$ cat src/rtl/obi_sram_bridge.sv
// OBI slave to single-port synchronous SRAM bridge with address window decode.
// Define OBI_SRAM_ERR_EN to add the err_o out-of-window response flag.
module obi_sram_bridge #(
    parameter int unsigned ADDR_WIDTH = 8,
    parameter logic [31:0] BASE_ADDR  = 32'h3000_0000,
    parameter int unsigned RD_LATENCY = 1,
    parameter int unsigned GNT_WAIT   = 0,
    parameter bit          WR_RVALID  = 1'b0
) (
    input  logic                  clk_i,
    input  logic                  rst_i,
    input  logic                  req_i,
    output logic                  gnt_o,
    input  logic [31:0]           addr_i,
    input  logic                  we_i,
    input  logic [3:0]            be_i,
    input  logic [31:0]           wdata_i,
    output logic                  rvalid_o,
    output logic [31:0]           rdata_o,
`ifdef OBI_SRAM_ERR_EN
    output logic                  err_o,
`endif
    output logic                  sram_csb_o,
    output logic                  sram_web_o,
    output logic [3:0]            sram_wmask_o,
    output logic [ADDR_WIDTH-1:0] sram_addr_o,
    output logic [31:0]           sram_din_o,
    input  logic [31:0]           sram_dout_i
);

    localparam int unsigned PW = 3 * RD_LATENCY;
    localparam logic [2:0]  GW = 3'(GNT_WAIT);

    logic [2:0]    wcnt;
    logic [2:0]    wcnt_d;
    logic          accept;
    logic          hit;
    logic          rsp_v;
    logic [2:0]    stage_in;
    logic [2:0]    stage_out;
    logic [PW-1:0] pipe_q;
    logic          out_miss;
    logic          out_zero;
    logic          unused_addr;

    assign unused_addr = ^addr_i[1:0];

    // Window is aligned to its size, so only the upper bits need matching.
    assign hit = (addr_i[31:ADDR_WIDTH+2] == BASE_ADDR[31:ADDR_WIDTH+2]);

    always_comb begin
        gnt_o  = req_i && !rst_i && (wcnt == GW);
        wcnt_d = 3'd0;
        if (req_i && !gnt_o) begin
            wcnt_d = wcnt + 3'd1;
        end
    end

    assign accept = req_i && gnt_o;

    assign sram_csb_o   = !(accept && hit && (!we_i || (|be_i)));
    assign sram_web_o   = !(accept && we_i);
    assign sram_wmask_o = be_i;
    assign sram_addr_o  = addr_i[ADDR_WIDTH+1:2];
    assign sram_din_o   = wdata_i;

    // Stage bits: {valid, miss, force-zero data}.
    assign rsp_v    = accept && (!we_i || WR_RVALID);
    assign stage_in = {rsp_v, !hit, !hit || we_i};

    always_ff @(posedge clk_i or posedge rst_i) begin
        if (rst_i) begin
            wcnt   <= 3'd0;
            pipe_q <= '0;
        end else begin
            wcnt   <= wcnt_d;
            pipe_q <= PW'({pipe_q, stage_in});
        end
    end

    assign stage_out = pipe_q[PW-1 -: 3];
    assign rvalid_o  = stage_out[2];
    assign out_miss  = stage_out[1];
    assign out_zero  = stage_out[0];

    assign rdata_o = (rvalid_o && !out_zero) ? sram_dout_i : 32'h0;

`ifdef OBI_SRAM_ERR_EN
    assign err_o = rvalid_o && out_miss;
`else
    logic unused_miss;
    assign unused_miss = out_miss;
`endif

endmodule
$ cat config.mk
export PLATFORM = sky130hd
export DESIGN_NAME = obi_sram_bridge
export DESIGN_NICKNAME = d
export VERILOG_FILES = /design/src/rtl/obi_sram_bridge.sv
export SDC_FILE = /design/constraint.sdc
export NUM_CORES = 1
export LEC_CHECK = 0
export CAP_MARGIN = 10
export CORE_MARGIN = 2
export CORE_UTILIZATION = 18
export CTS_CLUSTER_DIAMETER = 150
export DETAILED_ROUTE_END_ITERATION = 8
export GPL_TIMING_DRIVEN = 0
export PLACE_DENSITY = 0.81
export SLEW_MARGIN = 20
export SYNTH_ARGS = -nofsm -noshare
export SYNTH_HDL_FRONTEND = slang
export SYNTH_SLANG_ARGS = --single-unit
$ cat constraint.sdc
create_clock -name clk_i -period 1.5 [get_ports clk_i]
set_clock_uncertainty 0.1 [all_clocks]
set_input_delay 0.3 -clock clk_i [delete_from_list [all_inputs] [get_ports clk_i]]
set_output_delay 0.3 -clock clk_i [all_outputs]
set_load 0.1 [all_outputs]
==> metrics.md, run 1 <==
| Metric | Value |
|---|---|
| Max Root-Sink Buffers | `2` |
| Syn Nets | `216` |
| WP data arrival | `1470 ps` |
| Clock power frac | `18.6%` |
| Core Util, Final | `69.4%` |
| Rel. slew slack | `62.2%` |
| Total Power | `1.32 mW` |
| TritonCTS Buffers | `3` |
| Num ports | `184` |
| WS Path Type | `input pin to primary output` |
| First-pass GRT wire length | `6470 µm` |
| Warnings, synthesis | `0` |
| Comb pwr share | `70.1%` |
| DR vias | `1255` |
| Slew Limit Fails | `0` |
| Pint | `647 µW` |
| VDD IR max | `0.394 mV` |
| Cell with the most instances after synthesis | `buf_4` |
| Final nets | `369` |
| Dominant cell type by area after synthesis | `buf_4` |
| Hold-fix buffers, CTS | `0` |
| Area growth from synthesis to layout | `264%` |
| Mapped cell area | `841 µm²` |
| Max-cap viol count | `0` |
| Failing checks | `setup timing` |
| Global placement routability congestion | `0.719` |
| Critical Path Sink Type | `primary output` |
| Asr flop ratio synth | `100%` |
| Post-DP HPWL | `3450 µm` |
| 1st-iter DRT viols | `13` |
| Number of diodes | `0` |
| Mean Syn Cell Area | `7.64 µm²` |
| Top cell type's share of synthesized area | `39.3%` |
| Placeable Area | `0.00441 mm²` |
| Final Hold Viols | `0` |
| Vias in the first global route | `1275` |
| Share of layout cells above drive strength 1 | `70.2%` |
| Die Wd | `72.3 µm` |
| Routed Antenna Nets | `0` |
| Synth area leaders | `buf_4 (39%), and2_1 (24%), dfrtp_1 (15%)` |
| Setup WS post-layout | `-366 ps` |
| Rows | `24` |
| Final setup violating endpoints | `35` |
| Synth top cells by count | `buf_4 (44), and2_1 (32), dfrtp_1 (5)` |
| Clk Latency, worst-skew pair | `220 ps` |
| Most used DFF post-synth | `dfrtp_1` |
| Max Freq | `536 MHz` |
| Initial antenna violation count | `0` |
| Flop pwr share | `11.4%` |
| GRT overflow | `0` |
| Largest fanout on the critical path | `2` |
| Mean routed wirelength per cell | `15.2 µm` |
| Number of synthesized register bits | `5` |
| Distinct cell type count after synthesis | `20` |
| Clock Pin Slew Worst Setup and Hold Paths | `30 ps` |
| Post-synthesis sequential area ratio | `14.9%` |
| Initial Util | `19.0%` |
| Vias/cell | `4.00` |
| Post-synth EDFFs | `0` |
| Die Height | `72.3 µm` |
| Switching pwr | `671 µW` |
| Status | `finished with violations` |
| Final WL | `4760 µm` |
| Sinks on Clock Net | `5` |
| CTS tree | `yes` |
| Required @ worst endpoint | `1100 ps` |
| PortBufs | `141` |
| Total global-route track usage | `16.0%` |
| Minimum clock period | `1870 ps` |
| Cells after Synth | `110` |
| RSZ-0062 raised after global routing | `true` |
| Setup crit start kind | `input pin` |
| Pleak | `1.36 nW` |
| Switch share | `50.9%` |
| Initial DRT Pass Iterations | `3` |
| H-tree lvl count | `1` |
| Final period util | `124%` |
| Clock Tree Root | `clkbuf_8` |
| # DRC | `0` |
| Pwr dens | `430 mW/mm²` |
| Worst slew pin tran | `570 ps` |
| Die area | `0.00523 mm²` |
| Largest net degree at the start of global routing | `11` |
| Hold Path Class | `input pin to async pin` |
## placed cells by master, fill, tap and decap left out, types with 2 or more instances in the layout
cell type	n
inv_1	3
clkdlybuf4s15_2	40
clkdlybuf4s50_1	39
nor2_1	3
buf_12	38
and2_4	32
dfrtp_1	4
buf_8	3
dlygate4sd2_1	19
clkbuf_8	3
buf_4	47
clkbuf_4	2
clkbuf_16	2
nor4_2	2
buf_2	3
## routing by layer
layer,up-vias,wire length [µm],GRT usage [%]
li1,608,-,-
met1,561,1500,16.4
met2,80,2780,31.6
met3,6,403,3.89
met4,0,77,4.61
met5,-,0,0
## area by class of cell
| cell class | count | area (µm²) |
|---|---|---|
| multi-input cells | 54 | 539 |
| repair buffers | 148 | 1890 |
| well taps | 52 | 65.1 |
| fillers | 330 | 1350 |
| plain buffers | 47 | 375 |
| clock buffers | 4 | 45.0 |
| flip-flops and latches | 5 | 129 |
| inverters | 4 | 18.8 |
## path summary, 6_finish.rpt
kind                       cells past startpoint  slack, ps         startpoint                  end
min                                            2         20              rst_i  pipe_q[2]$_DFF_PP0_
min in group clk_i                             2        440  wcnt[0]$_DFF_PP0_    wcnt[0]$_DFF_PP0_
min reg2reg                                    2        440  wcnt[0]$_DFF_PP0_    wcnt[0]$_DFF_PP0_
max                                            5       -370         addr_i[21]           sram_csb_o
max in group asynchronous                      2       1100              rst_i  pipe_q[2]$_DFF_PP0_
max reg2reg                                    4        260  wcnt[1]$_DFF_PP0_    wcnt[1]$_DFF_PP0_
## flip-flops by register name, indices dropped and copies added, names as in the netlist
name	cells
pipe_q	2
wcnt	3
## through the flow
stage               cells  hold slack (ps)  setup WS, ps  TNS, ps  area, µm²
floorplan             110            -21.5          -417    -8110       1020
global placement      303              348         -1380   -53910       2500
detailed placement    303              361         -1390   -54380       2500
CTS                   312             20.1          -380    -9170       2990
global route          314             47.9          -446   -10910       3060
finish                314             16.9          -366    -9730       3060
## worst max-delay path, stage by stage
cell	delay, ps
dlygate4sd2_1	230
or4_4	420
nor3_4	230
nand3_4	100
buf_12	180
## logic make-up after synthesis
logic type,Yosys count,share of synthesized area (%)
buffers and inverters,51,42.4
AND/OR/NAND/NOR,50,38.1
flip-flops,5,14.9
adder cells (fa/ha/maj),2,2.98
AO/OA/AOI/OAI,1,0.595
XOR/XNOR,1,1.04
## power groups by stage
stage	sequential (mW)	clock [mW]	combinational (mW)
6_report	0.150	0.245	0.923
5_1_grt	0.151	0.263	0.954
4_1_cts	0.150	0.253	0.919
3_5_place_dp	0.153	0	0.928
3_3_place_gp	0.152	0	0.921
2_1_floorplan	0.161	0	0.624
## timing repair
item	4_1_cts	5_1_grt
setup endpoints to repair	81	38
pin swaps	11	4
cloned	1	2
gates resized for setup	501	7
setup buffers	4	2
Power figures use the tool's default switching activity.
==> run 2: changes to the inputs <==
- ABC_AREA: not set -> 1
- CORE_UTILIZATION: 18 -> 20
- PLACE_DENSITY: 0.81 -> 0.82
==> metrics.md, run 2 <==
| Metric | Value |
|---|---|
| Status | `finished with violations` |
| Failing checks | `setup timing` |
| WP data arrival | `1450 ps (-20 ps)` |
| First-pass GRT wire length | `7220 µm (+12%)` |
| Vias in the first global route | `1478 (+16%)` |
| Most used DFF post-synth | `dfrtp_1` |
| Post-synthesis sequential area ratio | `12.9% (-2.0 points)` |
| Flop pwr share | `10.9% (-0.5 points)` |
| Hold-fix buffers, CTS | `0 (unchanged)` |
| Cell with the most instances after synthesis | `inv_1` |
| Hold Path Class | `input pin to async pin` |
| Clk Latency, worst-skew pair | `220 ps (about the same)` |
| WS Path Type | `flop to primary output` |
| Worst-path cell chain | `inv_1 -> ha_2 -> nand2_2 -> nor3_4 -> nand2_1 -> inv_2 -> nand3_4 -> buf_12` |
| Placeable Area | `0.00469 mm² (+6.3%)` |
| Total global-route track usage | `17.1% (+1.1 points)` |
| CP Launch Point | `wcnt[1]$_DFF_PP0_` |
| TritonCTS Buffers | `3 (unchanged)` |
| Max Root-Sink Buffers | `2 (unchanged)` |
| Top reg by flops | `wcnt` |
| Cells after Synth | `175 (+59%)` |
| Critical path depth | `8 (+3)` |
| Commonest non-fill, non-tap cell in the layout | `clkdlybuf4s50_1` |
| Rows | `25 (+4.2%)` |
| Sinks on Clock Net | `5 (unchanged)` |
| Top cell type's share of synthesized area | `34.0% (-5.3 points)` |
| R2R depth | `8 (+4)` |
| Critical path's largest stage delay | `370 ps (-50 ps)` |
| Syn Nets | `281 (+30%)` |
| Switching pwr | `720 µW (+7.3%)` |
| Die Wd | `73.7 µm (+1.9%)` |
| Distinct cell type count after synthesis | `11 (-45%)` |
| Final Hold Viols | `0 (unchanged)` |
| Mean Syn Cell Area | `5.56 µm² (-27%)` |
| Initial DRT Pass Iterations | `4 (+1)` |
| Worst slew pin tran | `570 ps (-0.239 ps)` |
| Pwr dens | `417 mW/mm² (-3.1%)` |
| Clock power frac | `17.6% (-1.0 points)` |
| Post-synth EDFFs | `0 (unchanged)` |
| VDD IR max | `0.680 mV (+73%)` |
| Slowest CP cell | `dfrtp_1` |
| Final nets | `436 (+18%)` |
| Largest net degree at the start of global routing | `9 (-2)` |
| Num ports | `184 (unchanged)` |
| Number of diodes | `0 (unchanged)` |
| Clock Tree Root | `clkbuf_8` |
| Mapped cell area | `972 µm² (+16%)` |
| Largest fanout on the critical path | `3 (+1)` |
| Area growth from synthesis to layout | `247%` |
| Crit path max-delay family | `simple AND/OR/NAND/NOR gates` |
| Die Height | `73.7 µm (+1.9%)` |
| Max FFs per register | `3 (unchanged)` |
| Comb pwr share | `71.5% (+1.4 points)` |
| Critical Path Sink Type | `primary output` |
| Final period util | `124% (-0.86 points)` |
| Rel. slew slack | `62.2% (about the same)` |
| PortBufs | `141 (unchanged)` |
| Total Power | `1.41 mW (+6.9%)` |
| Asr flop ratio synth | `100% (unchanged)` |
| Post-DP HPWL | `3530 µm (+2.1%)` |
| Setup_tns | `-5180 ps (+4550 ps)` |
| Setup WS post-layout | `-353 ps (+12.9 ps)` |
| Max Freq | `540 MHz (+0.70%)` |
| Number of synthesized register bits | `5 (unchanged)` |
| Share of layout cells above drive strength 1 | `55.9% (-14 points)` |
| RSZ-0062 raised after global routing | `true` |
| Initial antenna violation count | `0 (unchanged)` |
| Pleak | `1.60 nW (+17%)` |
| Dominant cell type by area after synthesis | `buf_4` |
| Synth area leaders | `buf_4 (34%), inv_1 (21%), nor2_1 (17%)` |
| Critical R2R Launch | `wcnt[1]$_DFF_PP0_` |
| Final setup violating endpoints | `34 (-2.9%)` |
| Leading cell types in the layout, fill and taps excluded | `clkdlybuf4s50_1 (58), inv_1 (50), buf_4 (50)` |
| Largest regs | `wcnt: 3 flops, pipe_q: 2 flops` |
| CTS tree | `yes` |
| Minimum clock period | `1850 ps (-12.9 ps)` |
| H-tree lvl count | `1 (unchanged)` |
| Mean routed wirelength per cell | `13.3 µm (-12%)` |
| Setup crit start kind | `flop` |
| Global placement routability congestion | `0.740 (+2.9%)` |
| DR vias | `1455 (+16%)` |
| Hold slack | `287 ps (+270 ps)` |
| Max-cap viol count | `0 (unchanged)` |
| Final WL | `5100 µm (+7.1%)` |
| Switch share | `51.1% (+0.19 points)` |
| Place WS | `-1260 ps (+126 ps)` |
| Required @ worst endpoint | `1100 ps (about the same)` |
| # DRC | `0 (unchanged)` |
| Vias/cell | `3.80 (-5.0%)` |
| Slew Limit Fails | `0 (unchanged)` |
| 1st-iter DRT viols | `10 (-3)` |
| Synth top cells by count | `inv_1 (54), nor2_1 (45), buf_4 (44)` |
| Routed Antenna Nets | `0 (unchanged)` |
| Pint | `688 µW (+6.4%)` |
| Clock Pin Slew Worst Setup and Hold Paths | `30 ps (about the same)` |
| GRT overflow | `0 (unchanged)` |
| Worst Path Buf+Inv | `3 (+1)` |
| Initial Util | `20.7% (+1.7 points)` |
| Die area | `0.00543 mm² (+3.8%)` |
| Warnings, synthesis | `0 (unchanged)` |
## run 2: changes by cell type in the layout (fill, tap and decap cells not counted), sizes merged, moves of 14 or more
cell	before	now
nor2	3	45
nand2	2	16
and2	32	0
clkdlybuf4s50	39	58
inv	3	54
dlygate4sd2	19	0
## run 2: what timing repair did
action | in CTS | in global routing
pin swaps | 9 | 8
cloned | 3 | 0
buffers inserted | 9 | 2
endpoints found under the setup margin | 80 | 40
gates resized for setup | 484 | 17
## run 2: kinds of logic after synthesis
logic type | count (synthesis) | synth area share, %
buffers and inverters | 101 | 56.4
AND/OR/NAND/NOR | 66 | 27.3
flip-flops | 5 | 12.9
adder cells (fa/ha/maj) | 2 | 2.57
XOR/XNOR | 1 | 0.901
## run 2: per-stage QoR
step	cell area, µm²	std cells	util (%)
6_report	3380	383	72.0
5_1_grt	3380	383	72.0
4_1_cts	3430	386	73.0
3_5_place_dp	2780	370	59.2
3_3_place_gp	2780	370	59.2
2_1_floorplan	1300	175	-
## run 2: worst paths after layout
path	endpoint	slack, ps
max in group asynchronous	pipe_q[2]$_DFF_PP0_	810
min in group clk_i	wcnt[0]$_DFF_PP0_	460
setup reg to reg	wcnt[0]$_DFF_PP0_	100
hold reg to reg	wcnt[0]$_DFF_PP0_	460
setup / recovery	sram_csb_o	-350
hold / removal	wcnt[1]$_DFF_PP0_	290
## run 2: layout make-up
class	instances	area (µm²)
tap	54	67.6
timing repair buffer	152	1990
multi-input combinational	69	593
fill	337	1310
buffer	45	350
sequential	5	129
clock buffer	4	45.0
inverter	54	203
## run 2: layer usage
| layer | routed length (µm) | global-route usage (%) | vias up |
|---|---|---|---|
| met3 | 336 | 3.84 | 6 |
| met1 | 1550 | 16.7 | 647 |
| met5 | 0 | 0 | - |
| met4 | 87 | 3.23 | 0 |
| li1 | - | - | 740 |
| met2 | 3120 | 35.6 | 62 |
## run 2: power groups by stage
stage / sequential (mW) / combinational [mW] / clock [mW]
2_1_floorplan: 0.163 / 0.670 / 0
3_3_place_gp: 0.154 / 0.965 / 0
3_5_place_dp: 0.155 / 0.974 / 0
4_1_cts: 0.152 / 0.993 / 0.260
5_1_grt: 0.153 / 1.05 / 0.260
6_report: 0.153 / 1.01 / 0.248
==> run 3: changes to the inputs <==
- CORE_MARGIN: 2 -> 5
==> metrics.md, run 3 (synthesis gave the netlist of run 2 again) <==
| Metric | Value |
|---|---|
| Num ports | `184 (unchanged)` |
| Final Non-Filler Cells | `395 (+3.1%)` |
| Hold slack | `291 ps (+4.31 ps)` |
| CTS tree | `yes` |
| Pwr dens | `411 mW/mm² (-1.3%)` |
| 1st-iter DRT viols | `7 (-3)` |
| Status | `finished with violations` |
| Slew Limit Fails | `0 (unchanged)` |
| Post-DP HPWL | `4360 µm (+24%)` |
| GRT overflow | `0 (unchanged)` |
| Worst slew pin tran | `563 ps (-7.22 ps)` |
| WP data arrival | `1440 ps (about the same)` |
| CP Launch Point | `wcnt[1]$_DFF_PP0_` |
| Total global-route track usage | `16.0% (-1.1 points)` |
| Clk Latency, worst-skew pair | `220 ps (about the same)` |
| VDD IR max | `0.594 mV (-13%)` |
| Final nets | `435 (-0.23%)` |
| Largest regs | `wcnt: 3 flops, pipe_q: 2 flops` |
| First-pass GRT wire length | `7840 µm (+8.6%)` |
| Pleak | `1.61 nW (+1.0%)` |
| Number of diodes | `0 (unchanged)` |
| Clock Pin Slew Worst Setup and Hold Paths | `40 ps (about the same)` |
| Final period util | `122% (-1.1 points)` |
| Die Wd | `79.7 µm (+8.1%)` |
| Rows | `25 (unchanged)` |
| Mean routed wirelength per cell | `14.5 µm (+8.8%)` |
| WS Path Type | `flop to primary output` |
| H-tree lvl count | `1 (unchanged)` |
| TritonCTS Buffers | `3 (unchanged)` |
| Setup crit start kind | `flop` |
| Vias in the first global route | `1510 (+2.2%)` |
| Critical Path Sink Type | `primary output` |
| Commonest non-fill, non-tap cell in the layout | `inv_1` |
| Vias/cell | `3.82 (+0.49%)` |
| Top reg by flops | `wcnt` |
| Global placement routability congestion | `0.771 (+4.3%)` |
| Largest net degree at the start of global routing | `9 (unchanged)` |
| Initial DRT Pass Iterations | `2 (-2)` |
| Hold Path Class | `input pin to async pin` |
| Largest fanout on the critical path | `3 (unchanged)` |
| DR vias | `1508 (+3.6%)` |
| Final Hold Viols | `0 (unchanged)` |
| Initial antenna violation count | `0 (unchanged)` |
| PortBufs | `141 (unchanged)` |
| Area growth from synthesis to layout | `251%` |
| Max Root-Sink Buffers | `2 (unchanged)` |
| Placed cells | `383 (+3.5%)` |
| Minimum clock period | `1840 ps (-15.8 ps)` |
| Fill cells | `326 (-3.3%)` |
| Failing checks | `setup timing` |
| Final setup violating endpoints | `35 (+2.9%)` |
| Rel. slew slack | `62.6% (+0.48 points)` |
| Max Freq | `544 MHz (+0.86%)` |
| Leading cell types in the layout, fill and taps excluded | `inv_1 (50), clkdlybuf4s50_1 (49), buf_4 (48)` |
| Initial Util | `20.6% (-0.14 points)` |
| Die Height | `79.7 µm (+8.1%)` |
| Hold-fix buffers, CTS | `0 (unchanged)` |
| Final WL | `5720 µm (+12%)` |
| Clock Tree Root | `clkbuf_8` |
| Max FFs per register | `3 (unchanged)` |
| Share of layout cells above drive strength 1 | `55.8% (-0.13 points)` |
| Placeable Area | `0.00472 mm² (+0.67%)` |
| Critical R2R Launch | `wcnt[1]$_DFF_PP0_` |
| # DRC | `0 (unchanged)` |
| Max-cap viol count | `0 (unchanged)` |
| Die area | `0.00636 mm² (+17%)` |
| RSZ-0062 raised after global routing | `true` |
| Sinks on Clock Net | `5 (unchanged)` |
| Routed Antenna Nets | `0 (unchanged)` |
| Setup WS post-layout | `-337 ps (+15.8 ps)` |
| Required @ worst endpoint | `1100 ps (about the same)` |
run 3: cell types whose count changed in the layout (fill, tap and decap cells not counted), sizes merged:
cell,before,now
clkdlybuf4s50,58,49
dlymetal6s2s,3,1
buf,96,95
dlygate4sd2,0,11
run 3: layout make-up:
class	instances	area (µm²)	area share [%]
Timing Repair Buffer	149	1960	57.3
Tap cell	67	83.8	2.46
Inverter	54	203	5.94
Sequential cell	5	129	3.77
Clock buffer	4	45.0	1.32
Buffer	47	390	11.4
Multi-Input combinational cell	69	608	17.8
run 3: routing by layer:
layer  global-route usage (%)  part of all wire [%]  routed length [µm]  vias up
met5                        0                     0                   0        -
met4                     3.78                   2.3                 131        0
met3                     3.84                   7.4                 425       12
met2                     34.7                    62                3540       70
met1                     14.1                    28                1620      685
li1                         -                     -                   -      741
run 3: metrics by stage:
stage | power [mW] | instance area, µm² | worst slack [ps] | utilization [%] | setup TNS, ps
after floorplan | 0.832 | 1300 | -924 | - | -13430
after global placement | 1.12 | 2800 | -1250 | 59.2 | -53670
after detailed placement | 1.14 | 2800 | -1270 | 59.2 | -54370
after CTS | 1.39 | 3350 | -288 | 71.0 | -6160
after global routing | 1.46 | 3410 | -395 | 72.3 | -7560
final | 1.40 | 3410 | -337 | 72.3 | -5740
run 3: worst max-delay path, cell delays in order, from the launching register on:
cell and delay (ps):
dfrtp_1 390, inv_2 90, ha_4 140, nand2_4 50, nor3_4 160, buf_4 170, nand2_4 50, buf_8 170
run 3: what timing repair did:
action	in CTS	in global routing
cloned	3	0
pin swaps	15	5
endpoints found under the setup margin	80	39
gates resized for setup	490	12
buffers inserted	3	2
run 3: final timing paths:
path	endpoint	slack [ps]	cells past startpoint
worst min register to register	wcnt[0]$_DFF_PP0_	460	2
max in group asynchronous	pipe_q[2]$_DFF_PP0_	820	2
min in group clk_i	wcnt[0]$_DFF_PP0_	460	2
worst min-delay path	pipe_q[2]$_DFF_PP0_	290	2
worst max-delay path	sram_web_o	-340	7
worst max register to register	wcnt[0]$_DFF_PP0_	80	8
run 3: power breakdown:
group	total, mW	leakage, nW	switching (mW)	internal [mW]
sequential	0.154	0.0604	0.00905	0.145
combinational	1.01	1.53	0.654	0.352
clock	0.245	0.0228	0.0626	0.182
